**src/rtl/qosc_config_loader_pkg.sv**
```systemverilog
// Shared types and constants for the oscillator configuration loader.
package qosc_config_loader_pkg;

    typedef enum logic [1:0] {
        ST_IDLE   = 2'd0,
        ST_RECV   = 2'd1,
        ST_COMMIT = 2'd2
    } state_t;

    localparam int FRAME_LEN   = 11;
    localparam int PAYLOAD_LEN = FRAME_LEN - 1;
    localparam int NUM_WORDS   = PAYLOAD_LEN / 2;

    localparam logic [3:0] IDX_FIRST = 4'd0;
    localparam logic [3:0] IDX_NEXT  = 4'd1;
    localparam logic [3:0] IDX_CSUM  = 4'(FRAME_LEN - 1);

    localparam logic [15:0] DEF_RE  = 16'h7F62;
    localparam logic [15:0] DEF_IM  = 16'h0C8C;
    localparam logic [15:0] DEF_PWR = 16'h4000;
    localparam logic [15:0] DEF_ARE = 16'h4000;
    localparam logic [15:0] DEF_AIM = 16'h0000;

    // Maps an output word index (payload order) onto its reset value.
    function automatic logic [15:0] word_sel(input int idx,
                                             input logic [15:0] w0,
                                             input logic [15:0] w1,
                                             input logic [15:0] w2,
                                             input logic [15:0] w3,
                                             input logic [15:0] w4);
        case (idx)
            0:       return w0;
            1:       return w1;
            2:       return w2;
            3:       return w3;
            default: return w4;
        endcase
    endfunction

endpackage

```
**src/rtl/qosc_config_loader_cfg_frame_rx.sv**
```systemverilog
// Frame byte tracker: byte index, running XOR checksum and frame-start restart.
module cfg_frame_rx
    import qosc_config_loader_pkg::*;
(
    input  logic       clk,
    input  logic       rst,
    input  logic       accept,
    input  logic       frame_start,
    input  logic       receiving,
    input  logic [7:0] byte_in,
    output logic       restart,
    output logic       payload_we,
    output logic [3:0] payload_idx,
    output logic       csum_done,
    output logic       csum_match
);

    logic [3:0] idx_reg;
    logic [7:0] xor_reg;
    logic       cont;

    // A frame-start byte always wins, even in the middle of another frame.
    assign restart     = accept && frame_start;
    assign cont        = accept && !frame_start && receiving;
    assign csum_done   = cont && (idx_reg == IDX_CSUM);
    assign payload_we  = restart || (cont && (idx_reg != IDX_CSUM));
    assign payload_idx = restart ? IDX_FIRST : idx_reg;
    assign csum_match  = (xor_reg == byte_in);

    always_ff @(posedge clk) begin
        if (rst) begin
            idx_reg <= IDX_FIRST;
            xor_reg <= 8'h00;
        end else if (restart) begin
            idx_reg <= IDX_NEXT;
            xor_reg <= byte_in;
        end else if (cont && !csum_done) begin
            idx_reg <= idx_reg + 4'd1;
            xor_reg <= xor_reg ^ byte_in;
        end
    end

endmodule

```
**src/rtl/qosc_config_loader.sv**
```systemverilog
// Byte-serial loader for the oscillator configuration: stages an 11-byte frame,
// verifies its XOR checksum and commits all five words atomically.
module qosc_config_loader
    import qosc_config_loader_pkg::*;
#(
    parameter logic [15:0] RE_INIT  = DEF_RE,
    parameter logic [15:0] IM_INIT  = DEF_IM,
    parameter logic [15:0] PWR_INIT = DEF_PWR,
    parameter logic [15:0] ARE_INIT = DEF_ARE,
    parameter logic [15:0] AIM_INIT = DEF_AIM
)
(
    input  logic        clk,
    input  logic        rst,
    input  logic [7:0]  byte_in,
    input  logic        byte_valid,
    input  logic        frame_start,
    output logic        byte_ready,
    output logic [15:0] re_coeff,
    output logic [15:0] im_coeff,
    output logic [15:0] power,
    output logic [15:0] accu_re_init,
    output logic [15:0] accu_im_init,
    output logic        load,
    output logic        busy,
    output logic        cfg_error,
    output logic [7:0]  frame_count
);

    state_t      state_reg;
    logic        busy_reg;
    logic        load_reg;
    logic        cfg_error_reg;
    logic [7:0]  frame_count_reg;

    logic        accept;
    logic        restart;
    logic        payload_we;
    logic [3:0]  payload_idx;
    logic        csum_done;
    logic        csum_match;
    logic        commit_go;

    logic [7:0]  stage_bytes [PAYLOAD_LEN];
    logic [15:0] cfg_words   [NUM_WORDS];

    assign byte_ready = (state_reg != ST_COMMIT) && !rst;
    assign accept     = byte_valid && byte_ready;
    assign commit_go  = (state_reg == ST_RECV) && csum_done && csum_match;

    cfg_frame_rx u_rx (
        .clk         (clk),
        .rst         (rst),
        .accept      (accept),
        .frame_start (frame_start),
        .receiving   (state_reg == ST_RECV),
        .byte_in     (byte_in),
        .restart     (restart),
        .payload_we  (payload_we),
        .payload_idx (payload_idx),
        .csum_done   (csum_done),
        .csum_match  (csum_match)
    );

    genvar gi;
    generate
        for (gi = 0; gi < PAYLOAD_LEN; gi++) begin : g_stage
            logic [7:0] byte_reg;
            always_ff @(posedge clk) begin
                if (rst) begin
                    byte_reg <= 8'h00;
                end else if (payload_we && (payload_idx == 4'(gi))) begin
                    byte_reg <= byte_in;
                end
            end
            assign stage_bytes[gi] = byte_reg;
        end

        // Words are little-endian pairs of staged bytes, all loaded on the same edge.
        for (gi = 0; gi < NUM_WORDS; gi++) begin : g_cfg
            localparam logic [15:0] INIT_VAL =
                word_sel(gi, RE_INIT, IM_INIT, PWR_INIT, ARE_INIT, AIM_INIT);
            logic [15:0] word_reg;
            always_ff @(posedge clk) begin
                if (rst) begin
                    word_reg <= INIT_VAL;
                end else if (commit_go) begin
                    word_reg <= {stage_bytes[2*gi+1], stage_bytes[2*gi]};
                end
            end
            assign cfg_words[gi] = word_reg;
        end
    endgenerate

    // load stays high through reset so the first post-reset cycle preloads defaults.
    always_ff @(posedge clk) begin
        if (rst) begin
            state_reg       <= ST_IDLE;
            busy_reg        <= 1'b0;
            load_reg        <= 1'b1;
            cfg_error_reg   <= 1'b0;
            frame_count_reg <= 8'h00;
        end else begin
            load_reg <= 1'b0;
            case (state_reg)
                ST_IDLE: begin
                    if (restart) begin
                        state_reg <= ST_RECV;
                        busy_reg  <= 1'b1;
                    end
                end
                ST_RECV: begin
                    if (csum_done) begin
                        if (csum_match) begin
                            state_reg       <= ST_COMMIT;
                            load_reg        <= 1'b1;
                            frame_count_reg <= frame_count_reg + 8'd1;
                            cfg_error_reg   <= 1'b0;
                        end else begin
                            state_reg     <= ST_IDLE;
                            busy_reg      <= 1'b0;
                            cfg_error_reg <= 1'b1;
                        end
                    end
                end
                ST_COMMIT: begin
                    state_reg <= ST_IDLE;
                    busy_reg  <= 1'b0;
                end
                default: begin
                    state_reg <= ST_IDLE;
                    busy_reg  <= 1'b0;
                end
            endcase
        end
    end

    assign re_coeff     = cfg_words[0];
    assign im_coeff     = cfg_words[1];
    assign power        = cfg_words[2];
    assign accu_re_init = cfg_words[3];
    assign accu_im_init = cfg_words[4];
    assign load         = load_reg;
    assign busy         = busy_reg;
    assign cfg_error    = cfg_error_reg;
    assign frame_count  = frame_count_reg;

endmodule
```
**config.mk**
```make
export PLATFORM = sky130hd
export DESIGN_NAME = qosc_config_loader
export DESIGN_NICKNAME = d
export VERILOG_FILES = /design/src/rtl/qosc_config_loader_pkg.sv /design/src/rtl/qosc_config_loader_cfg_frame_rx.sv /design/src/rtl/qosc_config_loader.sv
export SDC_FILE = /design/constraint.sdc
export NUM_CORES = 1
export LEC_CHECK = 0
export BUFFER_PORTS_ARGS = -buffer_cell sky130_fd_sc_hd__buf_2
export CORE_ASPECT_RATIO = 1.2
export CORE_MARGIN = 4
export CORE_UTILIZATION = 55
export CTS_CLUSTER_DIAMETER = 100
export DETAILED_ROUTE_END_ITERATION = 10
export PLACE_DENSITY_LB_ADDON = 0.2
export SLEW_MARGIN = 20
export SYNTH_ARGS = -nofsm -noshare
export SYNTH_HDL_FRONTEND = slang
export SYNTH_SLANG_ARGS = --single-unit
```
**constraint.sdc**
```tcl
create_clock -name clk -period 6.7 [get_ports clk]
set_input_delay 0.335 -clock clk [delete_from_list [all_inputs] [get_ports clk]]
set_output_delay 0.335 -clock clk [all_outputs]
set_load 0.01 [all_outputs]
```
==> summary.md <==
| Metric | Value |
|---|---|
| Routed wire length | `16450 µm` |
| GR Overflow Total | `0` |
| Top_reg_cell synth | `dfxtp_1` |
| Hold Path Class | `input port to register` |
| Dpl hpwl | `10430 µm` |
| Avg Cell Area, Syn | `9.405 µm²` |
| DRC viols | `0` |
| CP max FO | `79` |
| Global Route Usage Sum | `0.2157` |
| Vias in the first global route | `5408` |
| R2r worst-path depth | `6` |
| NetSw | `0.4877 mW` |
| Clock power frac | `0.479` |
| Period utilization | `0.4564` |
| Wire per inst | `15.94 µm` |
| Max Cap Viol | `0` |
| First-pass GRT wire length | `26630 µm` |
| Warnings from Yosys | `0` |
| Synthesized Nets | `805` |
| Fin. max-slew vios | `0` |
| Via density | `5.497` |
| Remaining antenna violation count | `0` |
| Endpoints failing setup | `0` |
| Post-synthesis cell area | `7430 µm²` |
| Total clock sinks | `185` |
| Final nets | `866` |
| DR iter-0 viols | `298` |
| CTS Root Cell | `clkbuf_16` |
| Clock skew | `6.357 ps` |
| Share of cells above drive strength 1 | `0.1817` |
| XOR/XNOR Fraction of Synth Area | `0.01061` |
| Die Wd | `114.1 µm` |
| Pin count of the biggest net entering global routing | `105` |
| TritonCTS clock tree | `built` |
| P&R area growth vs syn | `14.94%` |
| Crit path capture type | `register` |
| Number of flip-flops under the largest register name | `80` |
| Sequential fraction of the synthesis area | `0.4985` |
| Hold_buf cts | `0` |
| Setup crit start kind | `register` |
| Gpl congestion | `0.7769` |
| Top Ports | `104` |
| Skew-Pair Late Insertion Delay | `430 ps` |
| Number of flops mapped to enable cells by yosys | `0` |
| TritonRoute pass-1 iters | `5` |
| Outcome | `finished clean` |
| Yosys cell types | `43` |
| FP Rows | `46` |
| Final instance area | `8539 µm²` |
| # port buffers | `103` |
| Comb pwr share | `0.033` |
| Min cycle time layout | `3058 ps` |
| CP required | `7050 ps` |
| Initial Utilization | `0.5612` |
| Total negative slack | `0 ps` |
| #FFs+latches synth | `185` |
| RSZ-0062 raised after global routing | `no` |
| Cells after Synth | `790` |
| Proportion of synthesized area in mux cells | `0.1991` |
| Slew HR | `0.3329` |
| Initial antenna violation count | `0` |
| Core area | `13240 µm²` |
| Vias | `5673` |
| Setup bufs post-CTS | `0` |
| Die height | `135.3 µm` |
| Synth Area in Adders | `0.005052` |
| Pleak | `3.418 nW` |
| Switching Share | `0.2143` |
| Fill cells | `1109` |
| Hold depth | `3` |
| Crit path arrival time | `3410 ps` |
| Power Dens Cells | `266.5 nW/µm²` |
| Die ar. | `15440 µm²` |
| Largest family of logic cells by synthesized area | `multiplexers` |
| Power share of the sequential group | `0.488` |
| Worst Tran Pin Value | `1001 ps` |
| CTS buffer count | `17` |
| Crit path kind | `register to register` |
| Compound-cell area share of the yosys netlist | `0.05120` |
| PostCTS Resize Cnt | `0` |
| Fmax | `327.0 MHz` |
| Total Power | `2.275 mW` |
| Clock Tree Buf Depth | `2` |
| # diodes | `0` |
| Clock slew at reported path FFs | `60 ps` |
| Internal power | `1.788 mW` |
| Ys async rst share | `0` |
| VDD IR max | `177.9 µV` |
| H-tree Lvls | `4` |
| Hold slack | `334.3 ps` |
| Simple-gate area share of the yosys netlist | `0.1890` |
| Dpl cell area | `7883 µm²` |
| Final Hold Viols | `0` |
## cell families after synthesis
kind of cell             after synthesis
adder cells (fa/ha/maj)                3
multiplexers                         147
XOR/XNOR                               9
AND/OR/NAND/NOR                      312
AO/OA/AOI/OAI                         63
flip-flops                           185
buffers and inverters                 71
## per-layer routing
| layer | vias up | share of wire | global-route usage |
|---|---|---|---|
| met5 | - | 0 | 0 |
| met4 | 0 | 0.021 | 0.09241 |
| met3 | 25 | 0.049 | 0.04245 |
| met2 | 153 | 0.49 | 0.3607 |
| met1 | 2704 | 0.44 | 0.2706 |
| li1 | 2791 | - | - |
## layout by cell type, fill, tap and decap left out, types with 2 or more instances in the layout
cell type / netlist / routed
nor3_1: 5 / 4
a21oi_1: 10 / 10
nor4_4: 2 / 3
clkinv_2: 0 / 3
nand2_1: 133 / 133
or3_1: 2 / 2
bufinv_16: 0 / 5
buf_2: 4 / 102
inv_6: 1 / 3
clkinvlp_4: 0 / 3
mux2i_1: 141 / 141
clkbuf_16: 0 / 17
and3_1: 3 / 3
buf_4: 8 / 5
a31oi_1: 2 / 2
nor4_2: 2 / 2
inv_1: 5 / 4
nand2b_1: 4 / 4
ha_1: 3 / 3
nand3_1: 33 / 33
o21ai_0: 38 / 38
nand4_1: 4 / 4
nor2b_1: 7 / 7
clkinv_4: 0 / 2
nor4_1: 7 / 6
mux2_2: 6 / 6
and2_1: 2 / 2
nand4b_1: 2 / 2
nor2_1: 98 / 98
or2_2: 2 / 2
xnor2_1: 9 / 9
a32o_1: 8 / 8
dfxtp_1: 185 / 185
## cell usage after synthesis, types with 6 or more instances
master,instances,area share
xnor2_1,9,0.011
a21oi_1,10,0.0067
buf_4,8,0.0081
clkbuf_1,49,0.025
a32o_1,8,0.011
mux2_2,6,0.0091
nor2_1,98,0.050
nor4_1,7,0.0059
nor2b_1,7,0.0059
o21ai_0,38,0.026
dfxtp_1,185,0.50
nand3_1,33,0.022
mux2i_1,141,0.19
nand2_1,133,0.067
## worst paths after layout
path,startpoint,slack (ps),to
setup / recovery,u_rx.idx_reg[1]$_SDFFE_PP0P_,3640,re_coeff[12]$_SDFFE_PP1P_
setup reg to reg,u_rx.idx_reg[1]$_SDFFE_PP0P_,3640,re_coeff[12]$_SDFFE_PP1P_
hold / removal,byte_in[7],330,g_stage[1].byte_reg[7]$_SDFFE_PP0P_
hold reg to reg,im_coeff[5]$_SDFFE_PP0P_,450,im_coeff[5]$_SDFFE_PP0P_
## power by group through the flow
| stage | combinational, mW | clock (mW) | sequential [mW] |
|---|---|---|---|
| 6_report | 0.0746 | 1.09 | 1.11 |
| 5_1_grt | 0.0822 | 1.14 | 1.11 |
| 4_1_cts | 0.0739 | 1.10 | 1.11 |
| 3_5_place_dp | 0.0737 | 0 | 1.14 |
| 3_3_place_gp | 0.0720 | 0 | 1.14 |
| 2_1_floorplan | 0.0530 | 0 | 1.14 |
## worst max-delay path: stages, from the launching register on
cell and delay, ps:
dfxtp_1 540, ha_1 240, and3b_1 330, nand3_4 160, or3_1 610, inv_6 740, mux2i_1 270
## area by class of cell
cell class / instances / area [µm²] / area share
Multi-Input combinational cell: 534 / 3400 / 0.3981
Timing Repair Buffer: 107 / 548.0 / 0.06418
Clock inverter: 15 / 222.7 / 0.02608
Inverter: 6 / 30.03 / 0.003516
Tap cell: 168 / 210.2 / 0.02462
Sequential cell: 185 / 3704 / 0.4337
Clock buffer: 17 / 425.4 / 0.04982
## stage by stage
stage / utilization / worst slack [ps] / cells
after CTS: 0.6444 / 3667 / 1032
after detailed placement: 0.5955 / 3570 / 1000
final: 0.6451 / 3642 / 1032
after global placement: 0.5951 / 3714 / 1000
after global routing: 0.6451 / 3467 / 1032
after floorplan: - / 4496 / 790
Note: power is estimated with default switching activity, not from simulation.
